<file path="config.mk">
export PLATFORM = sky130hd
export DESIGN_NAME = serial_bit_tx_flat
export DESIGN_NICKNAME = d
export VERILOG_FILES = /design/src/rtl/serial_bit_tx_if.sv /design/src/rtl/serial_bit_tx.sv /design/src/flat_wrapper.sv
export SDC_FILE = /design/constraint.sdc
export NUM_CORES = 1
export LEC_CHECK = 0
export BUFFER_PORTS_ARGS = -buffer_cell sky130_fd_sc_hd__clkbuf_2
export CORE_ASPECT_RATIO = 0.7
export CORE_MARGIN = 2
export CORE_UTILIZATION = 25
export CTS_BUF_LIST = sky130_fd_sc_hd__clkbuf_4 sky130_fd_sc_hd__clkbuf_8 sky130_fd_sc_hd__clkbuf_16
export CTS_CLUSTER_SIZE = 12
export DETAILED_ROUTE_END_ITERATION = 7
export HOLD_SLACK_MARGIN = 0.06
export SYNTH_ARGS = -nofsm -noshare
export SYNTH_HDL_FRONTEND = slang
export SYNTH_SLANG_ARGS = --single-unit
</file>
<file path="constraint.sdc">
create_clock -name clk -period 3.3 [get_ports clk]
set_input_delay 0.66 -clock clk [delete_from_list [all_inputs] [get_ports clk]]
set_output_delay 0.66 -clock clk [all_outputs]
set_load 0.02 [all_outputs]
</file>
<file path="src/rtl/serial_bit_tx_if.sv">
// Parallel-word handshake into serial_bit_tx: producer drives data/valid,
// transmitter answers with ready.
interface serial_bit_tx_if #(
  parameter int unsigned DATA_W = 8
) ();
  logic [DATA_W-1:0] tx_data;
  logic              tx_valid;
  logic              tx_ready;

  modport master (output tx_data, output tx_valid, input tx_ready);
  modport slave  (input tx_data, input tx_valid, output tx_ready);
endinterface

</file>
<file path="src/rtl/serial_bit_tx.sv">
// Bit-serial line driver: start(1), DATA_W bits MSB-first, stop(0),
// each bit held CLKS_PER_BIT cycles; line idles low.
module serial_bit_tx #(
  parameter int unsigned DATA_W       = 8,
  parameter int unsigned CLKS_PER_BIT = 4
) (
  input  logic            clk,
  input  logic            rst,
  serial_bit_tx_if.slave  tx,
  output logic            tx_line,
  output logic            busy,
  output logic            done
);

  localparam int unsigned CNT_W = $clog2(CLKS_PER_BIT) + 1;
  localparam int unsigned BIT_W = $clog2(DATA_W) + 1;
  localparam logic [CNT_W-1:0] CNT_LAST = CNT_W'(CLKS_PER_BIT - 1);
  localparam logic [BIT_W-1:0] BIT_LAST = BIT_W'(DATA_W - 1);

  typedef enum logic [1:0] {IDLE, START, DATA, STOP} state_t;

  state_t              state_q, state_d;
  logic [CNT_W-1:0]    cnt_q, cnt_d;
  logic [BIT_W-1:0]    bit_q, bit_d;
  logic [DATA_W-1:0]   shreg_q, shreg_d;
  logic                line_d, busy_d, done_d;
  logic                bit_end;

  assign bit_end     = (cnt_q == CNT_LAST);
  assign tx.tx_ready = (state_q == IDLE) && !rst;

  always_ff @(posedge clk) begin
    if (rst) begin
      state_q <= IDLE;
      cnt_q   <= '0;
      bit_q   <= '0;
      shreg_q <= '0;
      tx_line <= 1'b0;
      busy    <= 1'b0;
      done    <= 1'b0;
    end else begin
      state_q <= state_d;
      cnt_q   <= cnt_d;
      bit_q   <= bit_d;
      shreg_q <= shreg_d;
      tx_line <= line_d;
      busy    <= busy_d;
      done    <= done_d;
    end
  end

  always_comb begin
    state_d = state_q;
    cnt_d   = cnt_q;
    bit_d   = bit_q;
    shreg_d = shreg_q;
    unique case (state_q)
      IDLE: begin
        if (tx.tx_valid) begin
          shreg_d = tx.tx_data;
          cnt_d   = '0;
          bit_d   = '0;
          state_d = START;
        end
      end
      START: begin
        if (bit_end) begin
          cnt_d   = '0;
          bit_d   = '0;
          state_d = DATA;
        end else begin
          cnt_d = cnt_q + CNT_W'(1);
        end
      end
      DATA: begin
        if (bit_end) begin
          cnt_d   = '0;
          shreg_d = shreg_q << 1;
          if (bit_q == BIT_LAST) begin
            bit_d   = '0;
            state_d = STOP;
          end else begin
            bit_d = bit_q + BIT_W'(1);
          end
        end else begin
          cnt_d = cnt_q + CNT_W'(1);
        end
      end
      STOP: begin
        if (bit_end) begin
          cnt_d   = '0;
          state_d = IDLE;
        end else begin
          cnt_d = cnt_q + CNT_W'(1);
        end
      end
      default: state_d = IDLE;
    endcase
  end

  // Outputs are derived from the next-state values so the registered line
  // shows the start bit in the very first cycle after the accept edge.
  always_comb begin
    line_d = 1'b0;
    unique case (state_d)
      START:   line_d = 1'b1;
      DATA:    line_d = shreg_d[DATA_W-1];
      default: line_d = 1'b0;
    endcase
    busy_d = (state_d != IDLE);
    done_d = (state_d == STOP) && (cnt_d == CNT_LAST);
  end

endmodule

</file>
<file path="src/flat_wrapper.sv">
// flat-port wrapper written by rule: the top's interface ports become plain ports
module serial_bit_tx_flat 
#(
  parameter int unsigned DATA_W       = 8,
  parameter int unsigned CLKS_PER_BIT = 4
)
  (clk, rst, tx_line, busy, done, tx_tx_data, tx_tx_valid, tx_tx_ready);
  serial_bit_tx_if #(.DATA_W(DATA_W)) tx_i ();
  input  logic clk;
  input  logic rst;
  output logic tx_line;
  output logic busy;
  output logic done;
  input wire logic [$bits(tx_i.tx_data)-1:0] tx_tx_data;
  input wire logic [$bits(tx_i.tx_valid)-1:0] tx_tx_valid;
  output wire logic [$bits(tx_i.tx_ready)-1:0] tx_tx_ready;
  assign tx_i.tx_data = tx_tx_data;
  assign tx_i.tx_valid = tx_tx_valid;
  assign tx_tx_ready = tx_i.tx_ready;
  serial_bit_tx #(.DATA_W(DATA_W), .CLKS_PER_BIT(CLKS_PER_BIT)) u_core (.clk(clk), .rst(rst), .tx(tx_i), .tx_line(tx_line), .busy(busy), .done(done));
endmodule
</file>
==> results of run 1 <==
-- registers in the layout, indices dropped and copies added, names as in the netlist --
| signal | count |
|---|---|
| u_core.busy | 1 |
| u_core.cnt_q | 3 |
| u_core.state_q | 2 |
| u_core.done | 1 |
| u_core.tx_line | 1 |
| u_core.shreg_q | 8 |
| u_core.bit_q | 4 |
-- kinds of logic after synthesis --
kind of cell,count (synthesis),share of synthesized area (%)
simple gates,41,24.2
compound gates,31,19.2
flops,20,38.3
buf+inv,11,7.66
fa+ha+maj,6,7.19
xor+xnor,3,2.52
mux,1,0.958
-- layout by cell type, fill, tap and decap left out, types with 2 or more instances in the layout --
| cell type | netlist | routed |
|---|---|---|
| sky130_fd_sc_hd__dfxtp_1 | 20 | 20 |
| sky130_fd_sc_hd__clkbuf_2 | 0 | 14 |
| sky130_fd_sc_hd__nand2_1 | 13 | 13 |
| sky130_fd_sc_hd__a21oi_1 | 13 | 13 |
| sky130_fd_sc_hd__nor2_1 | 9 | 9 |
| sky130_fd_sc_hd__a22oi_1 | 7 | 7 |
| sky130_fd_sc_hd__ha_1 | 6 | 6 |
| sky130_fd_sc_hd__inv_1 | 5 | 5 |
| sky130_fd_sc_hd__clkbuf_8 | 0 | 3 |
| sky130_fd_sc_hd__o21ai_0 | 2 | 2 |
| sky130_fd_sc_hd__nor2b_1 | 2 | 2 |
| sky130_fd_sc_hd__xor2_1 | 2 | 2 |
| sky130_fd_sc_hd__o211ai_1 | 2 | 2 |
| sky130_fd_sc_hd__and3_1 | 2 | 2 |
-- worst register-to-register path, cell delays in order (launching register included) --
cell and delay (ps):
sky130_fd_sc_hd__dfxtp_1 380, sky130_fd_sc_hd__ha_1 260, sky130_fd_sc_hd__nor2b_2 290, sky130_fd_sc_hd__nand2_1 120
sky130_fd_sc_hd__xnor2_1 340, sky130_fd_sc_hd__inv_1 120, sky130_fd_sc_hd__ha_1 280, sky130_fd_sc_hd__nor2_1 140
sky130_fd_sc_hd__nand2_1 70, sky130_fd_sc_hd__o21ai_1 110
-- worst paths after layout --
path                                    end  slack [ps]  cells past startpoint
max               u_core.tx_line$_SDFF_PP0_        1130                      9
max reg2reg       u_core.tx_line$_SDFF_PP0_        1130                      9
min          u_core.shreg_q[1]$_SDFFE_PP0P_         460                      2
min reg2reg  u_core.shreg_q[1]$_SDFFE_PP0P_         460                      2
-- power by group --
group / switching (mW) / total [mW] / leakage (nW) / internal [mW]
registers: 0.00767 / 0.259 / 0.163 / 0.251
logic: 0.0313 / 0.0537 / 0.295 / 0.0224
clock network: 0.0817 / 0.244 / 0.0357 / 0.162
total: 0.121 / 0.556 / 0.494 / 0.435
-- layout make-up --
cell class / instances / area [sq um]
fillers: 422 / 2780
inverters: 5 / 18.8
clock inverters: 1 / 30.0
multi-input cells: 82 / 564
repair buffers: 14 / 70.1
flip-flops and latches: 20 / 400
clock buffers: 3 / 41.3
well taps: 52 / 65.1
-- per-stage QoR --
step / total power, mW / std cells / setup slack, ps
3_3_place_gp: 0.316 / 173 / 1300
6_report: 0.556 / 177 / 1130
4_1_cts: 0.564 / 177 / 1130
3_5_place_dp: 0.319 / 173 / 1150
5_1_grt: 0.582 / 177 / 851
2_1_floorplan: 0.304 / 113 / 1260
-- routing by layer --
metal  global-route usage (%)  vias to the layer above  part of all wire, %
met3                     3.58                        0                  3.4
met1                     12.5                      404                   51
met4                     3.63                        0                    0
li1                         -                      425                    -
met5                        0                        -                    0
met2                     14.8                       12                   46
==> results by group, run 1 <==
Clock network
  – Post-CTS Hold Fix Bufs: 0
  – Clock tree from TritonCTS: built
  – Worst-case clock buffer depth: 2
  – Setup Buffers After CTS: 0
  – Insertion delay of the later-clocked pin in the worst-skew pair: 260 ps
  – Post-CTS resize count: 0
  – Clock-pin slew on the worst setup and hold paths: ~80 ps
  – Buffer cell driving the clock tree root: sky130_fd_sc_hd__clkbuf_8
  – TritonCTS Sinks: 20
  – H-tree levels: 1
  – Num CTS Buffers: 3

STA
  – Clock Skew: ~1.2 ps
  – Number of hold violations in the final report: 0
  – Shortest period the worst path allows: 2170 ps
  – Hold_ws: ~460 ps
  – Maximum achievable frequency: about 460 MHz
  – Tcrit/Tclk final: between 60% and 70%
  – Count of final max-slew check failures: 0
  – # setup viols final: 0
  – Transition time of the tightest slew-check pin: about 660 ps
  – Worst rel slew slack: between 50 and 60%
  – RSZ-0062 raised after global routing: false
  – Setup TNS: 0 ps

Synth
  – Post-synthesis async set-or-reset flop share: 0%
  – Synth Cell Area: roughly 1000 sq um
  – Seq/Total Area, Yosys: 38.3%
  – Most frequently used cell type in the post-synthesis netlist: sky130_fd_sc_hd__dfxtp_1
  – Synth Net Count: 130
  – Count of unique library cells instantiated by Yosys: 39
  – Register bit total from synthesis: 20
  – Count of synthesis-stage warnings from yosys: 0
  – Primary flip-flop cell chosen by synthesis mapping: sky130_fd_sc_hd__dfxtp_1
  – Synth top area share: 38.3%
  – Number of enable-type register cells in the synthesized netlist: 0
  – Number of instances in the synthesized netlist: approximately 110
  – Post-Synthesis Mean Instance Area: between 9 and 10 sq um
  – Cell types with the highest counts after synthesis: sky130_fd_sc_hd__dfxtp_1 (20), sky130_fd_sc_hd__a21oi_1 (13), sky130_fd_sc_hd__nand2_1 (13), sky130_fd_sc_hd__nor2_1 (9), sky130_fd_sc_hd__a22oi_1 (7)
  – Leading area contributor after synthesis: sky130_fd_sc_hd__dfxtp_1
  – Main area contributors after synthesis: sky130_fd_sc_hd__dfxtp_1 (38%), sky130_fd_sc_hd__ha_1 (7.2%), sky130_fd_sc_hd__a21oi_1 (6.2%), sky130_fd_sc_hd__a22oi_1 (5.0%), sky130_fd_sc_hd__nand2_1 (4.7%)

Worst setup path
  – Crit end category: register
  – Critical path's top delay family: simple AND/OR/NAND/NOR gates
  – Start-to-end type of the worst setup path: register to register
  – Startpoint Class: register
  – Series of cell instances along the critical path: ha_1 -> nor2b_2 -> nand2_1 -> xnor2_1 -> inv_1 -> ha_1 -> nor2_1 -> nand2_1 -> o21ai_1
  – Worst-path cell with the longest stage delay: sky130_fd_sc_hd__dfxtp_1
  – Worst reg2reg startpoint: u_core.cnt_q[0]$_SDFF_PP0_
  – Crit Path Max Fanout: 5
  – Critical Path Max Stage Delay: ~380 ps
  – Arrival time at the worst endpoint: about 2400 ps
  – Launching element of the worst setup path: u_core.cnt_q[0]$_SDFF_PP0_
  – Worst Path Required: 3500 ps
  – Critical path buffers and inverters: 1

Detailed routing
  – Mean routed wirelength per cell: 12.0 um
  – DRT Pass-1 Iters: 4
  – Routed Antenna Nets: 0
  – Final wirelength: 2.12 mm
  – DRC violation total after the first TritonRoute iteration: 36
  – Total number of vias: between 800 and 900
  – Residual DRC: 0
  – Via-per-instance ratio: 4.75

Floorplanning
  – Die Footprint: 4720 sq um
  – Height of the die: 58.1 um
  – Width of the die: around 81 um
  – I/O Pins: 15
  – FP Rows: 19
  – Effective utilization at floorplan: a little over a quarter
  – Std-Cell Core Area: a little under 4000 sq um

Place
  – DP Wirelength: between 1.5 and 2 mm
  – Number of input and output port buffers inserted: 14
  – Placed standard-cell area: between 1000 and 1500 sq um
  – RD Place Congestion: 0.703

Cells and area
  – Number of diodes: 0
  – Number of nets at the end of the flow: about 140
  – End-of-flow core utilization: around 30%
  – Post-route cell area: around 1200 sq um
  – Growth of design area from synthesis to finish: 13.9%
  – Share of final-layout standard cells stronger than drive strength 1: about a fifth

Global route
  – Number of antenna violations at the first check in global routing: 0
  – Global-route wire length before repair: approximately 3.5 mm
  – Total grt overflow: 0
  – Via count of the first global-routing pass: a little under 800
  – Largest net degree at the start of global routing: 20
  – Total global-route track usage: under 10%

Min path
  – Hold WC Path Type: register to register
  – Worst Hold Launch: u_core.shreg_q[1]$_SDFFE_PP0P_

Pwr
  – Peak supply drop: 0.000159 V
  – Power density over the cells: roughly 470 nW/um^2
  – Static power due to leakage: between 0.4 and 0.5 nW

Flow run
  – Maxcap violations: 0

Status
  – Result of the run: finished, final reports clean
Note: power is estimated with default switching activity, not from simulation.
==> inputs of run 2 (changes only) <==
- clock period: 3.3 -> 1.7 ns (I/O delays scaled with it)
==> run 2 against run 1 <==
First-iteration DRC count grew 92%. Register-to-register slack lost 1000 ps. Via count grew 3.3%. Clock skew grew 5.2 ps. Combinational power grew 130%. Count of clock-buffer cells in the layout is the same. Hold slack lost 110 ps. Power grew 99%. Sequential share of layout area shrank 3.1 points. Non-clock buffer count grew 12. Final area grew 12%. Flip-flop and latch count is the same. Critical path type is now register to output pin. Largest cell class unchanged.
==> results by group, run 2 (same netlist as run 1, synthesis figures left out) <==
Detailed routing
  – Residual DRC: 0 (unchanged)
  – WL met3: 92 um (was 72 um)
  – Final wirelength: 2.28 mm (was 2.12 mm)
  – Total number of vias: 869 (was 841)
  – Routed Antenna Nets: 0 (unchanged)
  – Uppermost metal layer occupied by signal nets: met4 (was met3)
  – DRC violation total after the first TritonRoute iteration: 69 (was 36)
  – DRT Pass-1 Iters: 4 (unchanged)
  – Routed wire length on met2: 1.10 mm (was 967 um)
  – Met1 Wirelength: 1.06 mm (was 1.08 mm)
  – Via-per-instance ratio: 4.60 (was 4.75)
  – Mean routed wirelength per cell: 12.1 um (was 12.0 um)

STA
  – Tcrit/Tclk final: roughly 97%
  – Shortest period the worst path allows: about 1700 ps
  – Transition time of the tightest slew-check pin: 242 ps (was 660 ps)
  – Worst rel slew slack: 83.6% (was 56.0%)
  – Clock Skew: 6.43 ps (was 1.22 ps)
  – Count of final max-slew check failures: 0 (unchanged)
  – RSZ-0062 raised after global routing: true (was false)
  – # setup viols final: 0 (unchanged)
  – Number of hold violations in the final report: 0 (unchanged)
  – Maximum achievable frequency: between 600 and 700 MHz

Floorplanning
  – Height of the die: 58.1 um (unchanged)
  – I/O Pins: 15 (unchanged)
  – Width of the die: 81.3 um (unchanged)
  – Std-Cell Core Area: 3970 sq um (unchanged)
  – Die Footprint: 4720 sq um (unchanged)
  – Effective utilization at floorplan: 26.3% (unchanged)
  – FP Rows: 19 (unchanged)

Worst setup path
  – Crit Path Max Fanout: 6 (was 5)
  – Critical path's top delay family: flip-flops (was simple AND/OR/NAND/NOR gates)
  – Number of logic stages on the critical path including buffering: 4 (was 9)
  – Launching element of the worst setup path: u_core.state_q[0]$_SDFF_PP0_ (was u_core.cnt_q[0]$_SDFF_PP0_)
  – Arrival time at the worst endpoint: 1310 ps (was 2370 ps)
  – Worst Setup EP: tx_tx_ready (was u_core.tx_line$_SDFF_PP0_)
  – R2r worst-path depth: 9 (unchanged)
  – Reg-to-reg setup timing slack: 130 ps (was 1130 ps)
  – Worst-path cell with the longest stage delay: sky130_fd_sc_hd__dfxtp_2 (was sky130_fd_sc_hd__dfxtp_1)
  – Worst Path Required: 1360 ps (was 3500 ps)
  – Worst reg2reg startpoint: u_core.cnt_q[0]$_SDFF_PP0_ (unchanged)
  – Endpoint of the most critical register-to-register path: u_core.tx_line$_SDFF_PP0_ (unchanged)
  – Startpoint Class: register (unchanged)
  – Series of cell instances along the critical path: buf_4 -> or2_1 -> nor2_1 -> clkbuf_2 (was ha_1 -> nor2b_2 -> nand2_1 -> xnor2_1 -> inv_1 -> ha_1 -> nor2_1 -> nand2_1 -> o21ai_1)
  – Crit end category: output pin (was register)
  – Critical path buffers and inverters: 2 (was 1)
  – Critical Path Max Stage Delay: 360 ps (was 380 ps)
  – Start-to-end type of the worst setup path: register to output pin (was register to register)

Cells and area
  – Post-route cell area: 1340 sq um (was 1190 sq um)
  – Growth of design area from synthesis to finish: 28.0% (was 13.9%)
  – Share of final-layout standard cells stronger than drive strength 1: 33.6% (was 19.2%)
  – Number of nets at the end of the flow: 155 (was 143)
  – Most common cell after layout, fill and taps aside: sky130_fd_sc_hd__dfxtp_1 (unchanged)
  – Biggest regs: u_core.shreg_q: 8 flops, u_core.bit_q: 4 flops, u_core.cnt_q: 3 flops (unchanged)
  – Number of flip-flops under the largest register name: 8 (unchanged)
  – Register with the most flip-flops: u_core.shreg_q (unchanged)
  – Number of diodes: 0 (unchanged)
  – Top library cells by usage in the layout, fill and taps aside: sky130_fd_sc_hd__dfxtp_1 (15), sky130_fd_sc_hd__clkbuf_2 (14), sky130_fd_sc_hd__a21oi_1 (13), sky130_fd_sc_hd__nand2_1 (12), sky130_fd_sc_hd__buf_4 (11) (was sky130_fd_sc_hd__dfxtp_1 (20), sky130_fd_sc_hd__clkbuf_2 (14), sky130_fd_sc_hd__nand2_1 (13), sky130_fd_sc_hd__a21oi_1 (13), sky130_fd_sc_hd__nor2_1 (9))
  – Filler cells: 402 (was 422)
  – Final instance count without filler cells: 189 (was 177)

Global route
  – Via count of the first global-routing pass: 848 (was 782)
  – Global-route wire length before repair: 3.88 mm (was 3.54 mm)
  – Total global-route track usage: 10.8% (was 9.69%)
  – Number of antenna violations at the first check in global routing: 0 (unchanged)
  – Largest net degree at the start of global routing: 14 (was 20)
  – Total grt overflow: 0 (unchanged)

Clock network
  – Num CTS Buffers: 3 (unchanged)
  – Insertion delay of the later-clocked pin in the worst-skew pair: 260 ps (about the same)
  – Clock tree from TritonCTS: built (unchanged)
  – Worst-case clock buffer depth: 2 (unchanged)
  – Setup Buffers After CTS: 0 (unchanged)
  – Buffer cell driving the clock tree root: sky130_fd_sc_hd__clkbuf_8 (unchanged)
  – Clock-pin slew on the worst setup and hold paths: 80 ps (about the same)
  – H-tree levels: 1 (unchanged)
  – Post-CTS Hold Fix Bufs: 0 (unchanged)
  – TritonCTS Sinks: 20 (unchanged)

Pwr
  – Power density over the cells: 826 nW/um^2 (was 467 nW/um^2)
  – Final Power: 1.10 mW (was 0.556 mW)
  – Peak supply drop: 0.000312 V (was 0.000159 V)
  – Static power due to leakage: 0.565 nW (was 0.494 nW)

Place
  – Placed standard-cell area: 1250 sq um (was 1120 sq um)
  – DP Wirelength: 1.74 mm (was 1.57 mm)
  – Total instance count after detailed placement: 185 (was 173)
  – Number of input and output port buffers inserted: 14 (unchanged)
  – RD Place Congestion: 0.794 (was 0.703)

Min path
  – Number of instances on the worst hold path: 3 (was 2)
  – Hold WC Path Type: primary input to register (was register to register)

Status
  – Result of the run: finished, final reports clean (unchanged)

Flow run
  – Maxcap violations: 0 (unchanged)
## run 2: power breakdown
part           leakage (nW)  internal (mW)  switching (mW)
combinational         0.363         0.0590          0.0662
clock                0.0357          0.314           0.165
sequential            0.166          0.488          0.0130
total                 0.565          0.861           0.244
## run 2: repair_timing
item | in CTS | in global routing
endpoints found under the setup margin | 1 | 2
gates resized for setup | 1 | 8
pin swaps | 0 | 5
## run 2: area by class of cell
type,count,area (sq um),share of cell area [%]
Multi-Input combinational cell,82,601,44.9
Clock buffer,3,41.3,3.09
Tap cell,52,65.1,4.86
Clock inverter,1,30.0,2.25
Inverter,5,18.8,1.40
Timing Repair Buffer,26,173,12.9
Sequential cell,20,409,30.6
## run 2: how the worst min path moves through the flow
| stage | to | start |
|---|---|---|
| after detailed placement | u_core.shreg_q[2]$_SDFFE_PP0P_ | u_core.shreg_q[2]$_SDFFE_PP0P_ |
| after global routing | u_core.shreg_q[0]$_SDFFE_PP0P_ | tx_tx_data[0] |
| final | u_core.shreg_q[0]$_SDFFE_PP0P_ | tx_tx_data[0] |
| after floorplan | u_core.shreg_q[1]$_SDFFE_PP0P_ | u_core.shreg_q[1]$_SDFFE_PP0P_ |
| after CTS | u_core.shreg_q[0]$_SDFFE_PP0P_ | tx_tx_data[0] |
| after global placement | u_core.shreg_q[1]$_SDFFE_PP0P_ | u_core.shreg_q[1]$_SDFFE_PP0P_ |
## run 2: layer usage
metal | global-route usage (%) | vias to the layer above
met4 | 5.08 | 0
met2 | 16.7 | 17
met5 | 0 | -
li1 | - | 446
met3 | 2.65 | 2
met1 | 14.0 | 404
## run 2: tightest hold or removal path: cells and delay by family
| family | cells | cell delay, ps |
|---|---|---|
| simple gates | 1 | 70 |
| buf+inv | 1 | 80 |
| compound gates | 1 | 70 |
## run 2: per-stage QoR
step           setup WS, ps  util, %  hold WS [ps]  TNS (ps)
2_1_floorplan          15.1        -           436         0
3_3_place_gp           68.3     31.4           443         0
3_5_place_dp           11.8     31.4           450         0
4_1_cts                1.33     33.2           340         0
5_1_grt               -10.4     33.7           335     -10.4
6_report               48.2     33.7           343         0
